$ cat config.mk
export PLATFORM = sky130hd
export DESIGN_NAME = imem_responder
export DESIGN_NICKNAME = d
export VERILOG_FILES = /design/src/rtl/raisin64_imem_pkg.sv /design/src/rtl/imem_last_hit.sv /design/src/rtl/imem_responder.sv
export SDC_FILE = /design/constraint.sdc
export NUM_CORES = 1
export LEC_CHECK = 0
export CORE_ASPECT_RATIO = 0.6
export CORE_UTILIZATION = 50
export CTS_CLUSTER_SIZE = 25
export DETAILED_ROUTE_END_ITERATION = 8
export PLACE_DENSITY = 0.91
export SYNTH_ARGS = -nofsm -noshare
export SYNTH_HDL_FRONTEND = slang
export SYNTH_SLANG_ARGS = --single-unit
export TNS_END_PERCENT = 30
$ cat constraint.sdc
create_clock -name clk -period 7 [get_ports clk]
set_clock_uncertainty 0.05 [all_clocks]
set_input_delay 1.05 -clock clk [delete_from_list [all_inputs] [get_ports clk]]
set_output_delay 1.05 -clock clk [all_outputs]
set_load 0.03 [all_outputs]
$ cat src/rtl/raisin64_imem_pkg.sv
// Shared types and constants for the imem responder: FSM states, beat count,
// halfword/window widths and a helper that drops one halfword into a window slot.
package raisin64_imem_pkg;

  typedef enum logic [1:0] {IDLE, READ, DRAIN, DONE} imem_state_t;

  localparam int IMEM_BEATS = 4;
  localparam int IMEM_HW_W  = 16;
  localparam int IMEM_WIN_W = 64;

  // Slot 0 is the first halfword fetched and lands in the top of the window.
  function automatic logic [IMEM_WIN_W-1:0] put_hw(input logic [IMEM_WIN_W-1:0] win,
                                                   input logic [1:0]            slot,
                                                   input logic [IMEM_HW_W-1:0]  hw);
    logic [IMEM_WIN_W-1:0] w;
    w = win;
    case (slot)
      2'd0:    w[63:48] = hw;
      2'd1:    w[47:32] = hw;
      2'd2:    w[31:16] = hw;
      default: w[15:0]  = hw;
    endcase
    return w;
  endfunction

endpackage

$ cat src/rtl/imem_last_hit.sv
// One-entry buffer of the last completed window (tag, data, valid) with tag compare.
// Only instantiated when IMEM_LAST_HIT_EN is defined.
module imem_last_hit
  import raisin64_imem_pkg::*;
#(
  parameter int TAG_W = 16
) (
  input  logic                  clk,
  input  logic                  rst,
  input  logic [TAG_W-1:0]      lookup_tag,
  input  logic                  fill_en,
  input  logic [TAG_W-1:0]      fill_tag,
  input  logic [IMEM_WIN_W-1:0] fill_data,
  input  logic                  inval,
  output logic                  hit,
  output logic [IMEM_WIN_W-1:0] hit_data
);

  logic                  valid_q;
  logic [TAG_W-1:0]      tag_q;
  logic [IMEM_WIN_W-1:0] data_q;

  // Invalidate beats a simultaneous refill so stale fetch state is never kept.
  always_ff @(posedge clk or posedge rst) begin
    if (rst) begin
      valid_q <= 1'b0;
      tag_q   <= '0;
      data_q  <= '0;
    end else begin
      if (fill_en) begin
        tag_q  <= fill_tag;
        data_q <= fill_data;
      end
      if (inval)        valid_q <= 1'b0;
      else if (fill_en) valid_q <= 1'b1;
    end
  end

  assign hit      = valid_q && (tag_q == lookup_tag);
  assign hit_data = data_q;

endmodule

$ cat src/rtl/imem_responder.sv
// Instruction-memory responder: reads four halfwords from a synchronous 16-bit RAM
// and returns one 64-bit window. Optional last-hit buffer under IMEM_LAST_HIT_EN.
module imem_responder
  import raisin64_imem_pkg::*;
#(
  parameter int MEM_AW = 16
) (
  input  logic                  clk,
  input  logic                  rst,
  input  logic [63:0]           imem_addr,
  input  logic                  imem_addr_valid,
  input  logic                  imem_inval,
  output logic [IMEM_WIN_W-1:0] imem_data,
  output logic                  imem_data_valid,
  output logic                  imem_fault,
  output logic [MEM_AW-1:0]     mem_addr,
  output logic                  mem_en,
  input  logic [IMEM_HW_W-1:0]  mem_rdata
);

  // Handshake: a request is taken only when imem_addr_valid is high in IDLE;
  // imem_data_valid is a one-cycle pulse with no backpressure from fetch.
  imem_state_t           state;
  logic [MEM_AW-1:0]     base;
  logic                  fault_q;
  logic [1:0]            beat;
  logic [IMEM_WIN_W-1:0] win_q;
  logic [MEM_AW-1:0]     req_base;

  assign req_base = imem_addr[MEM_AW:1];

`ifdef IMEM_LAST_HIT_EN
  logic                  hit;
  logic [IMEM_WIN_W-1:0] hit_data;

  imem_last_hit #(.TAG_W(MEM_AW)) u_last_hit (
    .clk        (clk),
    .rst        (rst),
    .lookup_tag (req_base),
    .fill_en    (state == DONE),
    .fill_tag   (base),
    .fill_data  (imem_data),
    .inval      (imem_inval),
    .hit        (hit),
    .hit_data   (hit_data)
  );
`endif

  logic unused_bits;
  assign unused_bits = ^{imem_addr[63:MEM_AW+1], imem_inval, base};

  always_ff @(posedge clk or posedge rst) begin
    if (rst) begin
      state           <= IDLE;
      base            <= '0;
      fault_q         <= 1'b0;
      beat            <= '0;
      win_q           <= '0;
      mem_en          <= 1'b0;
      mem_addr        <= '0;
      imem_data       <= '0;
      imem_data_valid <= 1'b0;
      imem_fault      <= 1'b0;
    end else begin
      case (state)
        IDLE: begin
          if (imem_addr_valid) begin
            base    <= req_base;
            fault_q <= imem_addr[0];
`ifdef IMEM_LAST_HIT_EN
            if (hit) begin
              state           <= DONE;
              imem_data       <= hit_data;
              imem_data_valid <= 1'b1;
              imem_fault      <= imem_addr[0];
            end else begin
`else
            begin
`endif
              state    <= READ;
              mem_en   <= 1'b1;
              mem_addr <= req_base;
              beat     <= '0;
            end
          end
        end
        READ: begin
          // RAM returns data one cycle after issue, so each beat stores the previous one.
          if (beat != 2'd0) win_q <= put_hw(win_q, beat - 2'd1, mem_rdata);
          if (beat == 2'(IMEM_BEATS-1)) begin
            state  <= DRAIN;
            mem_en <= 1'b0;
          end else begin
            beat     <= beat + 2'd1;
            mem_addr <= mem_addr + MEM_AW'(1);
          end
        end
        DRAIN: begin
          imem_data       <= put_hw(win_q, 2'd3, mem_rdata);
          imem_data_valid <= 1'b1;
          imem_fault      <= fault_q;
          state           <= DONE;
        end
        DONE: begin
          imem_data_valid <= 1'b0;
          imem_fault      <= 1'b0;
          beat            <= '0;
          state           <= IDLE;
        end
        default: state <= IDLE;
      endcase
    end
  end

endmodule

==> out/qor.csv, run 1 <==
stage,metric,value,unit
run_status,status,"complete, no violations",
power,power.share.sequential,34.6,%
logic_synthesis,yosysWarnings,0,
setup_path,worst-path-stages,7,
detailed_routing,wl_per_cell,18.0,um
die,fp.dieW,140,um
min_path,whs_path_depth,1,
logic_synthesis,synth.area.top_cells,"dfrtp_1 (60%), mux2_2 (22%), ha_1 (2.4%)",
detailed_routing,met2_length,5720,um
place,dp.cells,656,
power,leakage,3.13,nW
finish,fillers,742,
setup_path,endpoint_kind,flip-flop,
clock_network,cts_resized,0,
detailed_routing,wirelength,12300,um
detailed_routing,num_vias,3830,
setup_path,slowest_delay,570,ps
finish,layout.cells.most_common,dfrtp_1,
power,clkPwrFrac,18.6,%
clock_network,cts_buffers,17,
detailed_routing,drc,0,
setup_path,worstPathCellList,"inv_1, ha_1, buf_4, clkinv_1, nor2_1, nand2_1, mux2_2",
min_path,holdCritPathClass,flip-flop to flip-flop,
grt,antenna_found_initial,0,
die,die_area,11800,um2
detailed_routing,firstDrtPassIters,5,
die,ios,167,
finish,stdcell_count,686,
timing,slew_headroom,29.8,%
clock_network,cts_tree,built,
detailed_routing,drt_iter0_markers,181,
grt,grt_pass1_vias,3987,
die,core_area,10800,um2
place,portBuffers,118,
logic_synthesis,synthCells,415,
setup_path,setup.worst_path.class,flip-flop to flip-flop,
setup_path,rr_worst_depth,7,
setup_path,worst_ep_arrival_time,3260,ps
power,swShare,38.7,%
timing,setup_viol_count_final,0,
logic_synthesis,syn_avg_cell_area,13.7,um2
detailed_routing,highest_layer,met4,
setup_path,start_kind,flip-flop,
clock_network,ctsHoldBuffers,0,
logic_synthesis,yosysSeqAreaShare,59.9,%
logic_synthesis,yosysTopAreaCell,dfrtp_1,
setup_path,crit_required,7220,ps
detailed_routing,via_per_inst,5.58,
clock_network,clk_latency,400,ps
place,dp_hpwl,8340,um
timing,worstMarginPinSlew,1050,ps
power,total_power,4.24,mW
timing,slew_viol_final,0,
flow_run,drv_cap,0,
setup_path,reg2reg_setup_slack,3960,ps
finish,final_cell_mix,"dfrtp_1 (136), clkdlybuf4s50_1 (118), mux2_2 (113)",
timing,setup_tns,0,ps
die,die_h,84.6,um
die,num_rows,29,
power,internal_power,2.60,mW
timing,fin_crit_sh,43.5,%
finish,area_growth,31.9,%
logic_synthesis,syn_nets,510,
clock_network,cts_buffer_depth,2,
power,max-vdd-ir-drop,0.310,mV
setup_path,cp.buffers_inverters,3,
finish,nets,631,
setup_path,cp_max_fo,45,
die,initial_core_util,52.5,%
finish,drive_gt1_share,27.8,%
timing,fin_crit,3040,ps
clock_network,cts-root-buf,clkbuf_16,
grt,grt_start_max_net_pins,86,
setup_path,crit_slowest_cell,nand2_1,
logic_synthesis,synth_cell_type_count,44,
grt,track_usage,22.6,%
grt,overflow,0,
clock_network,h-tree-depth,4,
detailed_routing,dr_wl_met3,666,um
clock_network,cts.clk_slew.worst_paths,50,ps
power,combPwrFrac,46.8,%
logic_synthesis,syn_area,5680,um2
place,place_congestion,0.897,
detailed_routing,antenna_left,0,
timing,grt_setup_unrepaired,false,
detailed_routing,met1Wirelength,5790,um
timing,report.final.hold_viol_count,0,
power,pwr_density_cell,566,nW/um2
setup_path,crit_family,buffers and inverters,
clock_network,numClockSinks,136,
logic_synthesis,yosysTopAreaCellShare,59.9,%
grt,grt_first_pass_wirelength,20300,um
logic_synthesis,ys_seq_elements,136,
clock_network,post_cts_buffers,0,
finish,diodes,0,
power,p_sw,1.64,mW
timing,fmax,329,MHz
==> metal layers <==
metal / vias up / global-route usage [%]
met3: 16 / 6.45
met4: 0 / 7.79
met5: - / 0
met1: 1939 / 30.3
met2: 139 / 35.5
li1: 1736 / -
==> Yosys cell counts, drive strengths merged <==
cell,n
mux2,113
o211a,1
or2,1
clkinv,1
inv,11
or3,3
o22ai,6
clkbuf,14
o211ai,2
ha,11
buf,5
o21ai,15
a21o,1
nor2,5
nand4,5
and2,1
o31ai,1
or4,3
a221oi,1
nor4,3
o32ai,1
nor2b,1
nor3,1
a21oi,20
o311ai,1
nand2,25
o41ai,1
o22a,2
and4,1
nand3,9
a22o,1
dfrtp,136
mux2i,6
a2bb2oi,4
or2b,1
o21a,1
nand2b,1
==> worst register-to-register path, cell delays in order, from the launching register on <==
cell and delay [ps]:
dfrtp_1 400, inv_1 130, ha_1 180, buf_4 370
clkinv_1 430, nor2_1 280, nand2_1 570, mux2_2 510
==> cells by family after synthesis <==
kind of cell	synth area share [%]
adder cells (fa/ha/maj)	2.42
buffers and inverters	2.51
flip-flops	59.9
multiplexers	23.5
AO/OA/AOI/OAI	6.28
AND/OR/NAND/NOR	5.42
==> registers in the layout (all words and copies together), names as in the netlist <==
| signal | count |
|---|---|
| mem_addr | 16 |
| win_q | 48 |
| mem_en | 1 |
| imem_fault | 1 |
| state | 2 |
| imem_data_valid | 1 |
| beat | 2 |
| fault_q | 1 |
| imem_data | 64 |
==> power by group through the flow <==
stage                     registers [mW]  logic, mW  clock network [mW]
after floorplan                     1.89      0.841                   0
after global placement              1.44       1.92                   0
after detailed placement            1.47       1.99                   0
after CTS                           1.47       2.00               0.804
after global routing                1.52       2.11               0.841
final                               1.47       1.99               0.787
==> worst paths after layout <==
path                            from       endpoint
setup / recovery            state[1]      win_q[36]
hold / removal             win_q[52]      win_q[52]
setup reg to reg            state[1]      win_q[36]
hold reg to reg            win_q[52]      win_q[52]
max in group asynchronous        rst   mem_addr[13]
min in group asynchronous        rst  imem_data[61]
==> cell type report <==
type                    count  area [um2]  area share [%]
flip-flops and latches    136        3400            45.4
multi-input cells         248        2140            28.5
repair buffers            121        1200            16.1
clock buffers              22         474            6.33
well taps                 139         174            2.32
clock inverters             8        50.0           0.668
inverters                  12        50.0           0.668
==> through the flow <==
step | setup WS, ps | util, % | hold WS, ps | cell area, um2
6_report | 3960 | 69.3 | 446 | 7490
2_1_floorplan | 2260 | - | 424 | 5680
3_3_place_gp | 3960 | 64.4 | 429 | 6970
4_1_cts | 3970 | 69.3 | 448 | 7490
3_5_place_dp | 3870 | 64.4 | 436 | 6970
5_1_grt | 3760 | 69.3 | 455 | 7490
Power figures use the tool's default switching activity.
==> inputs of run 2 (changes only) <==
Settings changed: CORE_UTILIZATION 50 to 47, PLACE_DENSITY 0.91 to 0.87.
Clock period 7 ns to 2.9 ns, I/O delays scaled along.
==> run 2 against run 1 <==
Global-route usage down 0.62 points; utilization down 3.2 points; wire length up 3.9%; maximum frequency up 18%; sequential power up 140%; non-clock buffer count up 3; flip-flop and latch count unchanged; setup slack worse by 3600 ps; die area up 6.3%; sequential share of layout area down 0.75 points; cell area up 1.7%; highest routed layer unchanged.
==> out/qor.csv, run 2 (synthesized netlist as in run 1, its figures left out) <==
stage,metric,value,unit
setup_path,setup.worst_path.class,flip-flop to flip-flop,
die,ios,167,
die,num_rows,30,
clock_network,cts.clk_slew.worst_paths,60,ps
setup_path,crit_slowest_cell,nand2_1,
power,max-vdd-ir-drop,0.710,mV
timing,slew_headroom,37.1,%
finish,final_cell_mix,"dfrtp_1 (136), clkdlybuf4s50_1 (118), mux2_2 (113)",
grt,antenna_found_initial,0,
setup_path,crit_required,3140,ps
setup_path,rr_startpoint,state[1],
place,dp_hpwl,8670,um
flow_run,drv_cap,0,
detailed_routing,wl_per_cell,18.0,um
finish,reg.largest.list,"imem_data x64, win_q x48, mem_addr x16",
clock_network,ctsHoldBuffers,0,
finish,drive_gt1_share,28.8,%
detailed_routing,num_vias,3877,
timing,setup_tns,0,ps
setup_path,cp_max_fo,16,
detailed_routing,firstDrtPassIters,5,
finish,regArea,3400,um2
clock_network,cts_tree,built,
finish,fin_area,7620,um2
detailed_routing,wirelength,12800,um
clock_network,numClockSinks,136,
die,die_h,87.2,um
timing,grt_setup_unrepaired,false,
timing,fin_crit,2570,ps
finish,multi_input_area,2140,um2
clock_network,post_cts_buffers,0,
min_path,holdCritPathClass,primary input to async pin,
timing,fin_ws,332,ps
die,initial_core_util,49.3,%
finish,nets,634,
timing,setup_viol_count_final,0,
power,leakage,3.18,nW
power,pwr_density_cell,1380,nW/um2
grt,grt_pass1_vias,3955,
timing,fmax,389,MHz
timing,fin_crit_sh,88.6,%
finish,layout.cells.most_common,dfrtp_1,
grt,track_usage,21.9,%
finish,top_register,imem_data,
clock_network,cts_buffer_depth,2,
die,core_area,11500,um2
detailed_routing,drt_iter0_markers,299,
finish,fillers,798,
place,dpl_cell_area,7030,um2
run_status,status,"complete, no violations",
clock_network,clk_latency,400,ps
clock_network,cts_resized,0,
setup_path,slowest_delay,590,ps
die,die_area,12500,um2
clock_network,h-tree-depth,4,
grt,overflow,0,
power,total_power,10.5,mW
clock_network,cts_buffers,17,
timing,report.final.hold_viol_count,0,
grt,grt_start_max_net_pins,72,
timing,worstMarginPinSlew,942,ps
detailed_routing,antenna_left,0,
setup_path,worst_ep_arrival_time,2800,ps
setup_path,cp.buffers_inverters,2,
setup_path,start_kind,flip-flop,
die,fp.dieW,144,um
place,portBuffers,118,
grt,grt_first_pass_wirelength,20500,um
finish,area_growth,34.1,%
finish,diodes,0,
setup_path,crit_start,state[1],
setup_path,worstPathCellList,"inv_1, ha_1, clkinv_1, nor2_1, nand2_1, mux2_2",
detailed_routing,via_per_inst,5.45,
detailed_routing,drc,0,
finish,largest_register_ffs,64,
clock_network,cts-root-buf,clkbuf_16,
setup_path,crit_family,simple AND/OR/NAND/NOR gates,
place,detailedPlace.worstSlack,332,ps
setup_path,endpoint_kind,flip-flop,
place,place_congestion,0.916,
timing,slew_viol_final,0,
run 2: cell types whose count changed in the layout (fill, tap and decap cells not counted), sizes merged:
cell,delta
buf,+3
bufinv,+2
clkbuf,-5
clkinv,+1
inv,+4
run 2: power breakdown:
part / switching [mW] / internal [mW]
registers: 0.651 / 2.89
clock network: 0.843 / 1.28
logic: 2.58 / 2.27
total: 4.07 / 6.43
run 2: metrics by stage:
stage	hold slack [ps]	utilization, %	cells
2_1_floorplan	424	-	415
3_3_place_gp	430	61.0	680
3_5_place_dp	435	61.0	680
4_1_cts	447	66.1	712
5_1_grt	467	66.1	712
6_report	447	66.1	712
run 2: layout make-up:
class / count / share of cell area [%]
tap: 160 / 2.63
clock inverter: 15 / 2.17
clock buffer: 17 / 5.58
multi-input combinational: 248 / 28.1
sequential: 136 / 44.7
timing repair buffer: 124 / 16.3
inverter: 12 / 0.640
run 2: worst register-to-register path, stage by stage, from the launching register on:
cell	delay [ps]
dfrtp_1	400
inv_1	120
ha_1	200
clkinv_1	300
nor2_1	270
nand2_1	590
mux2_2	520
run 2: path summary, 6_finish.rpt:
check                                endpoint  slack [ps]  cells past startpoint
worst max register to register      win_q[52]         330                      6
worst min-delay path            imem_data[18]         450                      3
worst min register to register  imem_data[31]         450                      1
min in group clk                imem_data[31]         450                      1
worst max-delay path                win_q[52]         330                      6
max in group asynchronous            state[0]        1510                      3
run 2: per-layer routing:
metal  up-vias  global-route usage [%]  share of wire (%)
met5         -                       0                  0
met4         0                    9.86                1.8
met3        24                    5.28                6.1
met2       166                    33.4                 46
met1      1939                    30.0                 46
li1       1748                       -                  -
